==> src/rtl/request_serializer_pkg.sv <==
// Shared line-symbol encodings, FSM state type and small helpers for the request serializer.
package request_serializer_pkg;

  localparam logic [1:0] SYM_ONE  = 2'b01;
  localparam logic [1:0] SYM_ZERO = 2'b10;
  localparam logic [1:0] SYM_IDLE = 2'b00;

  typedef enum logic [1:0] {
    IDLE,
    LOAD,
    SEND,
    GAP
  } state_t;

  function automatic logic [1:0] bit_to_sym(input logic b);
    return b ? SYM_ONE : SYM_ZERO;
  endfunction

endpackage

==> src/rtl/request_serializer_if.sv <==
// Request handshake plus serial line outputs of the request serializer.
interface request_serializer_if #(
  parameter int DATA_W = 12
);
  logic [DATA_W-1:0] req_data;
  logic              req_valid;
  logic              req_ready;
  logic [1:0]        user_output;
  logic              busy;
  logic              frame_done;

  modport master (
    output req_data, req_valid,
    input  req_ready, user_output, busy, frame_done
  );

  modport slave (
    input  req_data, req_valid,
    output req_ready, user_output, busy, frame_done
  );
endinterface

==> src/rtl/request_serializer_fifo.sv <==
// Small synchronous FIFO holding pending requests; occupancy is kept in a register.
module request_fifo #(
  parameter int WIDTH = 12,
  parameter int DEPTH = 4
) (
  input  logic             clk,
  input  logic             rst_n,
  input  logic             push,
  input  logic [WIDTH-1:0] wr_data,
  input  logic             pop,
  output logic [WIDTH-1:0] rd_data,
  output logic             full,
  output logic             empty
);
  localparam int PTR_W = (DEPTH > 1) ? $clog2(DEPTH) : 1;
  localparam int CNT_W = PTR_W + 1;

  logic [PTR_W-1:0] wr_ptr_q, wr_ptr_d;
  logic [PTR_W-1:0] rd_ptr_q, rd_ptr_d;
  logic [CNT_W-1:0] count_q, count_d;
  logic [WIDTH-1:0] mem_q [DEPTH];
  logic [WIDTH-1:0] mem_d [DEPTH];
  logic             push_ok;
  logic             pop_ok;

  assign full    = (count_q == CNT_W'(DEPTH));
  assign empty   = (count_q == '0);
  assign push_ok = push & ~full;
  assign pop_ok  = pop & ~empty;
  assign rd_data = mem_q[rd_ptr_q];

  // Next-state for pointers, occupancy and storage.
  always_comb begin
    wr_ptr_d = wr_ptr_q;
    rd_ptr_d = rd_ptr_q;
    count_d  = count_q;
    mem_d    = mem_q;
    if (push_ok) begin
      mem_d[wr_ptr_q] = wr_data;
      wr_ptr_d        = wr_ptr_q + PTR_W'(1);
    end
    if (pop_ok) begin
      rd_ptr_d = rd_ptr_q + PTR_W'(1);
    end
    case ({push_ok, pop_ok})
      2'b10:   count_d = count_q + CNT_W'(1);
      2'b01:   count_d = count_q - CNT_W'(1);
      default: count_d = count_q;
    endcase
  end

  // Pointer and occupancy registers; reset empties the queue.
  always_ff @(posedge clk or negedge rst_n) begin
    if (!rst_n) begin
      wr_ptr_q <= '0;
      rd_ptr_q <= '0;
      count_q  <= '0;
    end else begin
      wr_ptr_q <= wr_ptr_d;
      rd_ptr_q <= rd_ptr_d;
      count_q  <= count_d;
    end
  end

  // Storage array; contents are don't-care while empty, so no reset.
  always_ff @(posedge clk) begin
    mem_q <= mem_d;
  end

endmodule

==> src/rtl/request_serializer.sv <==
// Queues requests and serialises each one as header, payload, optional parity and stop bit,
// each bit held for BIT_CYCLES clocks, with GAP_CYCLES idle clocks between frames.
module request_serializer
  import request_serializer_pkg::*;
#(
  parameter int               DATA_W     = 12,
  parameter int               HDR_W      = 4,
  parameter logic [HDR_W-1:0] HDR        = 4'b1101,
  parameter int               PARITY_EN  = 0,
  parameter int               BIT_CYCLES = 25,
  parameter int               GAP_CYCLES = 25,
  parameter int               FIFO_DEPTH = 4
) (
  input logic                  clk,
  input logic                  rst_n,
  request_serializer_if.slave  bus
);
  localparam int FRAME_W   = HDR_W + DATA_W + PARITY_EN + 1;
  localparam int BIT_CNT_W = (FRAME_W > 1) ? $clog2(FRAME_W) : 1;
  localparam int CYC_CNT_W = (BIT_CYCLES > 1) ? $clog2(BIT_CYCLES) : 1;
  localparam int GAP_CNT_W = (GAP_CYCLES > 1) ? $clog2(GAP_CYCLES) : 1;

  localparam logic [BIT_CNT_W-1:0] BIT_LAST = BIT_CNT_W'(FRAME_W - 1);
  localparam logic [CYC_CNT_W-1:0] CYC_LAST = CYC_CNT_W'(BIT_CYCLES - 1);
  localparam logic [GAP_CNT_W-1:0] GAP_LAST = GAP_CNT_W'((GAP_CYCLES > 0) ? GAP_CYCLES - 1 : 0);

  state_t               state_q, state_d;
  logic [FRAME_W-1:0]   frame_q, frame_d;
  logic [BIT_CNT_W-1:0] bit_q, bit_d;
  logic [CYC_CNT_W-1:0] cyc_q, cyc_d;
  logic [GAP_CNT_W-1:0] gap_q, gap_d;
  logic [1:0]           sym_q, sym_d;
  logic                 done_q, done_d;

  logic [DATA_W-1:0]    fifo_rd_data;
  logic                 fifo_full;
  logic                 fifo_empty;
  logic                 fifo_push;
  logic                 fifo_pop;
  logic [FRAME_W-1:0]   frame_load;

  assign fifo_push = bus.req_valid & ~fifo_full;
  assign fifo_pop  = (state_q == LOAD);

  request_fifo #(
    .WIDTH (DATA_W),
    .DEPTH (FIFO_DEPTH)
  ) u_fifo (
    .clk     (clk),
    .rst_n   (rst_n),
    .push    (fifo_push),
    .wr_data (bus.req_data),
    .pop     (fifo_pop),
    .rd_data (fifo_rd_data),
    .full    (fifo_full),
    .empty   (fifo_empty)
  );

  assign bus.req_ready   = ~fifo_full;
  assign bus.busy        = (state_q != IDLE) | ~fifo_empty;
  assign bus.user_output = sym_q;
  assign bus.frame_done  = done_q;

  // Assemble the outgoing frame from the queue head, MSB transmitted first; LSB is the stop bit.
  always_comb begin
    frame_load = '0;
    frame_load[FRAME_W-1 -: HDR_W]          = HDR;
    frame_load[FRAME_W-1-HDR_W -: DATA_W]   = fifo_rd_data;
    if (PARITY_EN != 0) begin
      frame_load[1] = ^fifo_rd_data;
    end
  end

  // Sequencer next-state: symbols are computed one clock ahead so the line output is a flop.
  always_comb begin
    state_d = state_q;
    frame_d = frame_q;
    bit_d   = bit_q;
    cyc_d   = cyc_q;
    gap_d   = gap_q;
    sym_d   = sym_q;
    done_d  = 1'b0;
    case (state_q)
      IDLE: begin
        sym_d = SYM_IDLE;
        if (!fifo_empty) begin
          state_d = LOAD;
        end
      end
      LOAD: begin
        frame_d = frame_load;
        bit_d   = '0;
        cyc_d   = '0;
        sym_d   = bit_to_sym(frame_load[FRAME_W-1]);
        state_d = SEND;
      end
      SEND: begin
        if (cyc_q == CYC_LAST) begin
          cyc_d = '0;
          if (bit_q == BIT_LAST) begin
            sym_d  = SYM_IDLE;
            done_d = 1'b1;
            bit_d  = '0;
            if (GAP_CYCLES > 0) begin
              gap_d   = '0;
              state_d = GAP;
            end else if (!fifo_empty) begin
              state_d = LOAD;
            end else begin
              state_d = IDLE;
            end
          end else begin
            bit_d   = bit_q + BIT_CNT_W'(1);
            frame_d = frame_q << 1;
            sym_d   = bit_to_sym(frame_q[FRAME_W-2]);
          end
        end else begin
          cyc_d = cyc_q + CYC_CNT_W'(1);
        end
      end
      GAP: begin
        sym_d = SYM_IDLE;
        if (gap_q == GAP_LAST) begin
          gap_d   = '0;
          state_d = fifo_empty ? IDLE : LOAD;
        end else begin
          gap_d = gap_q + GAP_CNT_W'(1);
        end
      end
      default: begin
        sym_d   = SYM_IDLE;
        state_d = IDLE;
      end
    endcase
  end

  // Sequencer registers; reset drops any partial frame and idles the line at once.
  always_ff @(posedge clk or negedge rst_n) begin
    if (!rst_n) begin
      state_q <= IDLE;
      frame_q <= '0;
      bit_q   <= '0;
      cyc_q   <= '0;
      gap_q   <= '0;
      sym_q   <= SYM_IDLE;
      done_q  <= 1'b0;
    end else begin
      state_q <= state_d;
      frame_q <= frame_d;
      bit_q   <= bit_d;
      cyc_q   <= cyc_d;
      gap_q   <= gap_d;
      sym_q   <= sym_d;
      done_q  <= done_d;
    end
  end

endmodule

==> src/flat_wrapper.sv <==
// flat-port wrapper written by rule: the top's interface ports become plain ports
module request_serializer_flat import request_serializer_pkg::*;
#(
  parameter int               DATA_W     = 12,
  parameter int               HDR_W      = 4,
  parameter logic [HDR_W-1:0] HDR        = 4'b1101,
  parameter int               PARITY_EN  = 0,
  parameter int               BIT_CYCLES = 25,
  parameter int               GAP_CYCLES = 25,
  parameter int               FIFO_DEPTH = 4
)
  (clk, rst_n, bus_req_data, bus_req_valid, bus_req_ready, bus_user_output, bus_busy, bus_frame_done);
  request_serializer_if #(.DATA_W(DATA_W)) bus_i ();
  input logic clk;
  input logic rst_n;
  input wire logic [$bits(bus_i.req_data)-1:0] bus_req_data;
  input wire logic [$bits(bus_i.req_valid)-1:0] bus_req_valid;
  output wire logic [$bits(bus_i.req_ready)-1:0] bus_req_ready;
  output wire logic [$bits(bus_i.user_output)-1:0] bus_user_output;
  output wire logic [$bits(bus_i.busy)-1:0] bus_busy;
  output wire logic [$bits(bus_i.frame_done)-1:0] bus_frame_done;
  assign bus_i.req_data = bus_req_data;
  assign bus_i.req_valid = bus_req_valid;
  assign bus_req_ready = bus_i.req_ready;
  assign bus_user_output = bus_i.user_output;
  assign bus_busy = bus_i.busy;
  assign bus_frame_done = bus_i.frame_done;
  request_serializer #(.DATA_W(DATA_W), .HDR_W(HDR_W), .HDR(HDR), .PARITY_EN(PARITY_EN), .BIT_CYCLES(BIT_CYCLES), .GAP_CYCLES(GAP_CYCLES), .FIFO_DEPTH(FIFO_DEPTH)) u_core (.clk(clk), .rst_n(rst_n), .bus(bus_i));
endmodule
==> config.mk <==
export PLATFORM = sky130hd
export DESIGN_NAME = request_serializer_flat
export DESIGN_NICKNAME = d
export VERILOG_FILES = /design/src/rtl/request_serializer_pkg.sv /design/src/rtl/request_serializer_if.sv /design/src/rtl/request_serializer_fifo.sv /design/src/rtl/request_serializer.sv /design/src/flat_wrapper.sv
export SDC_FILE = /design/constraint.sdc
export NUM_CORES = 1
export LEC_CHECK = 0
export CAP_MARGIN = 30
export CORE_ASPECT_RATIO = 1.2
export CORE_UTILIZATION = 54
export DETAILED_ROUTE_END_ITERATION = 10
export MAX_ROUTING_LAYER = met4
export PLACE_DENSITY_LB_ADDON = 0.12
export SYNTH_ARGS = -nofsm -noshare
export SYNTH_HDL_FRONTEND = slang
export SYNTH_SLANG_ARGS = --single-unit
==> constraint.sdc <==
create_clock -name clk -period 1.9 [get_ports clk]
set_input_delay 0.19 -clock clk [delete_from_list [all_inputs] [get_ports clk]]
set_output_delay 0.19 -clock clk [all_outputs]
set_load 0.01 [all_outputs]
==> results.toml <==
[placed_design]
hpwlAfterDp_mm = 4.71
place.gp.congestion = 0.779
io_buffers = 19
pre_cts_ws_ns = -0.0502

[cells_and_area]
layout_commonest_cell = "edfxtp_1"
n_fill_cell = 579
area_growth_pct = 16.9
layout.nets = 385
final_cell_mix = "edfxtp_1, dfrtp_1, mux2i_1"
num_antenna_cells = 0
drive_gt1_share_pct = 17.9

[synthesis]
synth_cells = 308
yosys_warnings = 0
ys_seq_elements = 90
ys_seq_area_share_pct = 61.7
ys_types = 49
netlist_area_um2 = 4040
synth_edf_count = 48
synth-main-ff-cell = "edfxtp_1"
synthArstFlopShare_pct = 46.7
synth_fp_nets = 340
avgSynthCellArea_um2 = 13.1

[grt]
grt_pass1_wl_mm = 11.7
grt.total_usage_pct = 20.8
grt_pass1_vias = 2494
grt_antenna_before_repair = 0
grt_max_degree = 24
overflow = 0

[clock_tree]
clockRootBuffer = "clkbuf_8"
cts_buffers = 9
h-tree-depth = 3
path_clk_slew_ns = 0.10
cts.sinks = 90
clockBufferDepth = 2
clkLatencyLatePin_ns = 0.36
cts_tree = "yes"

[timing]
period_minus_slack_ns = 1.84
report.final.hold_viol_count = 0
fmax_ghz = 0.543
setup_slack_ns = 0.0601
drv_slew = 0
rsz0062_at_grt = "true"
fin_crit_sh_pct = 96.8
hold_ws_ns = 0.308
tightest_slew_ns = 0.499
maxSlewHeadroom_pct = 66.7
finalSetupTns_ns = 0
skew_ns = 0.00808
setup_viol = 0

[floorplan]
die_h_um = 96.7
die_area_um2 = 7830
core.rowCount = 34
start_util_pct = 55.8
core-area_um2 = 7230
num_io_pins = 20
die_x_um = 80.9

[route]
drt-initial-drc-count = 124
post_drt_wl_per_cell_um = 16.0
wl_mm = 7.15
dr_total_vias = 2512
drcViolationCount = 0
firstDrtPassIters = 4
postRouteAntennaNets = 0
drt-vias-per-instance = 5.61

[power_and_ir_drop]
leakage_nw = 1.95
ir_drop_uv = 842
p_per_area_nw_per_um2 = 1480

[worst_setup_path]
crit_type = "reg -> reg"
cp_cell_sequence = "inv_2, ha_2, nor2b_2, ha_2, fa_2, mux2_2"
crit_path_end_kind = "flip-flop"
cpMaxStageDelayCell = "dfrtp_1"
cp_common_cell = "ha_2"
startpoint_type = "flip-flop"
required_ns = 2.15
arrival_ns = 2.09
cp_max_fo = 4
crit_buf_inv = 1
cp_top_family = "adder cells"
cpPeakStageDelay_ns = 0.44

[min_path]
hp-class = "in -> async"

[job]
cap_violations = 0

[outcome]
status = "finished clean"
## registers in the layout (all words and copies together) (netlist names)
signal,cells
u_core.u_fifo.count_q,3
u_core.state_q,2
u_core.bus.user_output,2
u_core.u_fifo.wr_ptr_q,2
u_core.frame_q,15
u_core.gap_q,5
u_core.bus.frame_done,1
u_core.bit_q,5
u_core.u_fifo.mem_q,48
u_core.cyc_q,5
u_core.u_fifo.rd_ptr_q,2
## worst paths after layout
kind / end / slack, ns / startpoint / depth (start not counted)
max in group asynchronous: u_core.u_fifo.count_q[1] / 1.10 / rst_n / 3
setup / recovery: u_core.u_fifo.count_q[1] / 0.06 / u_core.state_q[1] / 6
setup reg to reg: u_core.u_fifo.count_q[1] / 0.06 / u_core.state_q[1] / 6
hold reg to reg: u_core.bus.user_output[1] / 0.48 / u_core.frame_q[15] / 1
hold / removal: u_core.gap_q[2] / 0.31 / rst_n / 2
min in group clk: u_core.u_fifo.mem_q[7] / 0.45 / bus_req_data[7] / 1
## metal layers
metal / vias to the layer above / part of all wire, % / global-route usage [%]
li1: 1224 / - / -
met2: 46 / 52 / 34.1
met1: 1227 / 43 / 24.4
met3: 15 / 3.1 / 4.34
met4: 0 / 2.2 / 8.52
met5: - / 0 / -
## what timing repair did
item | in CTS | in global routing
pin swaps | 2 | 5
setup endpoints to repair | 3 | 14
hold endpoints to repair | 19 | 0
resized for setup | 5 | 5
buffers inserted | 2 | 4
hold buffers | 1 | 0
## synthesized netlist by cell type, drive strengths merged (4+ instances only)
cell type / n / area share, %
o21ai: 37 / 4.7
nand3: 14 / 1.7
and3: 7 / 1.1
a22oi: 11 / 2.0
nor2: 9 / 0.84
inv: 19 / 1.8
ha: 16 / 5.0
a21oi: 4 / 0.77
nand4: 4 / 0.62
buf: 7 / 1.6
edfxtp: 48 / 36
clkbuf: 5 / 0.46
dfrtp: 42 / 26
xnor2: 4 / 0.87
mux2i: 24 / 5.9
nand2: 21 / 2.0
## layout make-up
type	instances	area (um2)	share of cell area, %
inverter	19	71.3	1.51
timing repair buffer	46	430	9.12
tap	90	113	2.39
multi-input combinational	187	1420	30.0
clock inverter	7	70.1	1.49
sequential	90	2490	52.9
clock buffer	9	124	2.63
## power by group
part,switching (mW),total (mW),internal (mW),leakage (nW)
logic,1.53,2.83,1.30,0.885
clock network,0.747,1.26,0.514,0.101
registers,0.292,2.89,2.60,0.965
## through the flow
stage	instances	total power [mW]	util [%]	area [um2]
floorplan	308	4.83	-	4050
detailed placement	425	5.65	61.5	4450
global placement	425	5.57	61.5	4450
CTS	444	6.96	64.7	4680
global route	448	7.49	65.2	4720
finish	448	6.98	65.2	4720
## cells by family after synthesis
group / synth area share, %
adder cells (fa/ha/maj): 5.45
AND/OR/NAND/NOR: 9.61
multiplexers: 7.07
AO/OA/AOI/OAI: 11.0
XOR/XNOR: 1.30
flip-flops: 61.7
buffers and inverters: 3.87
Power figures use the tool's default switching activity.
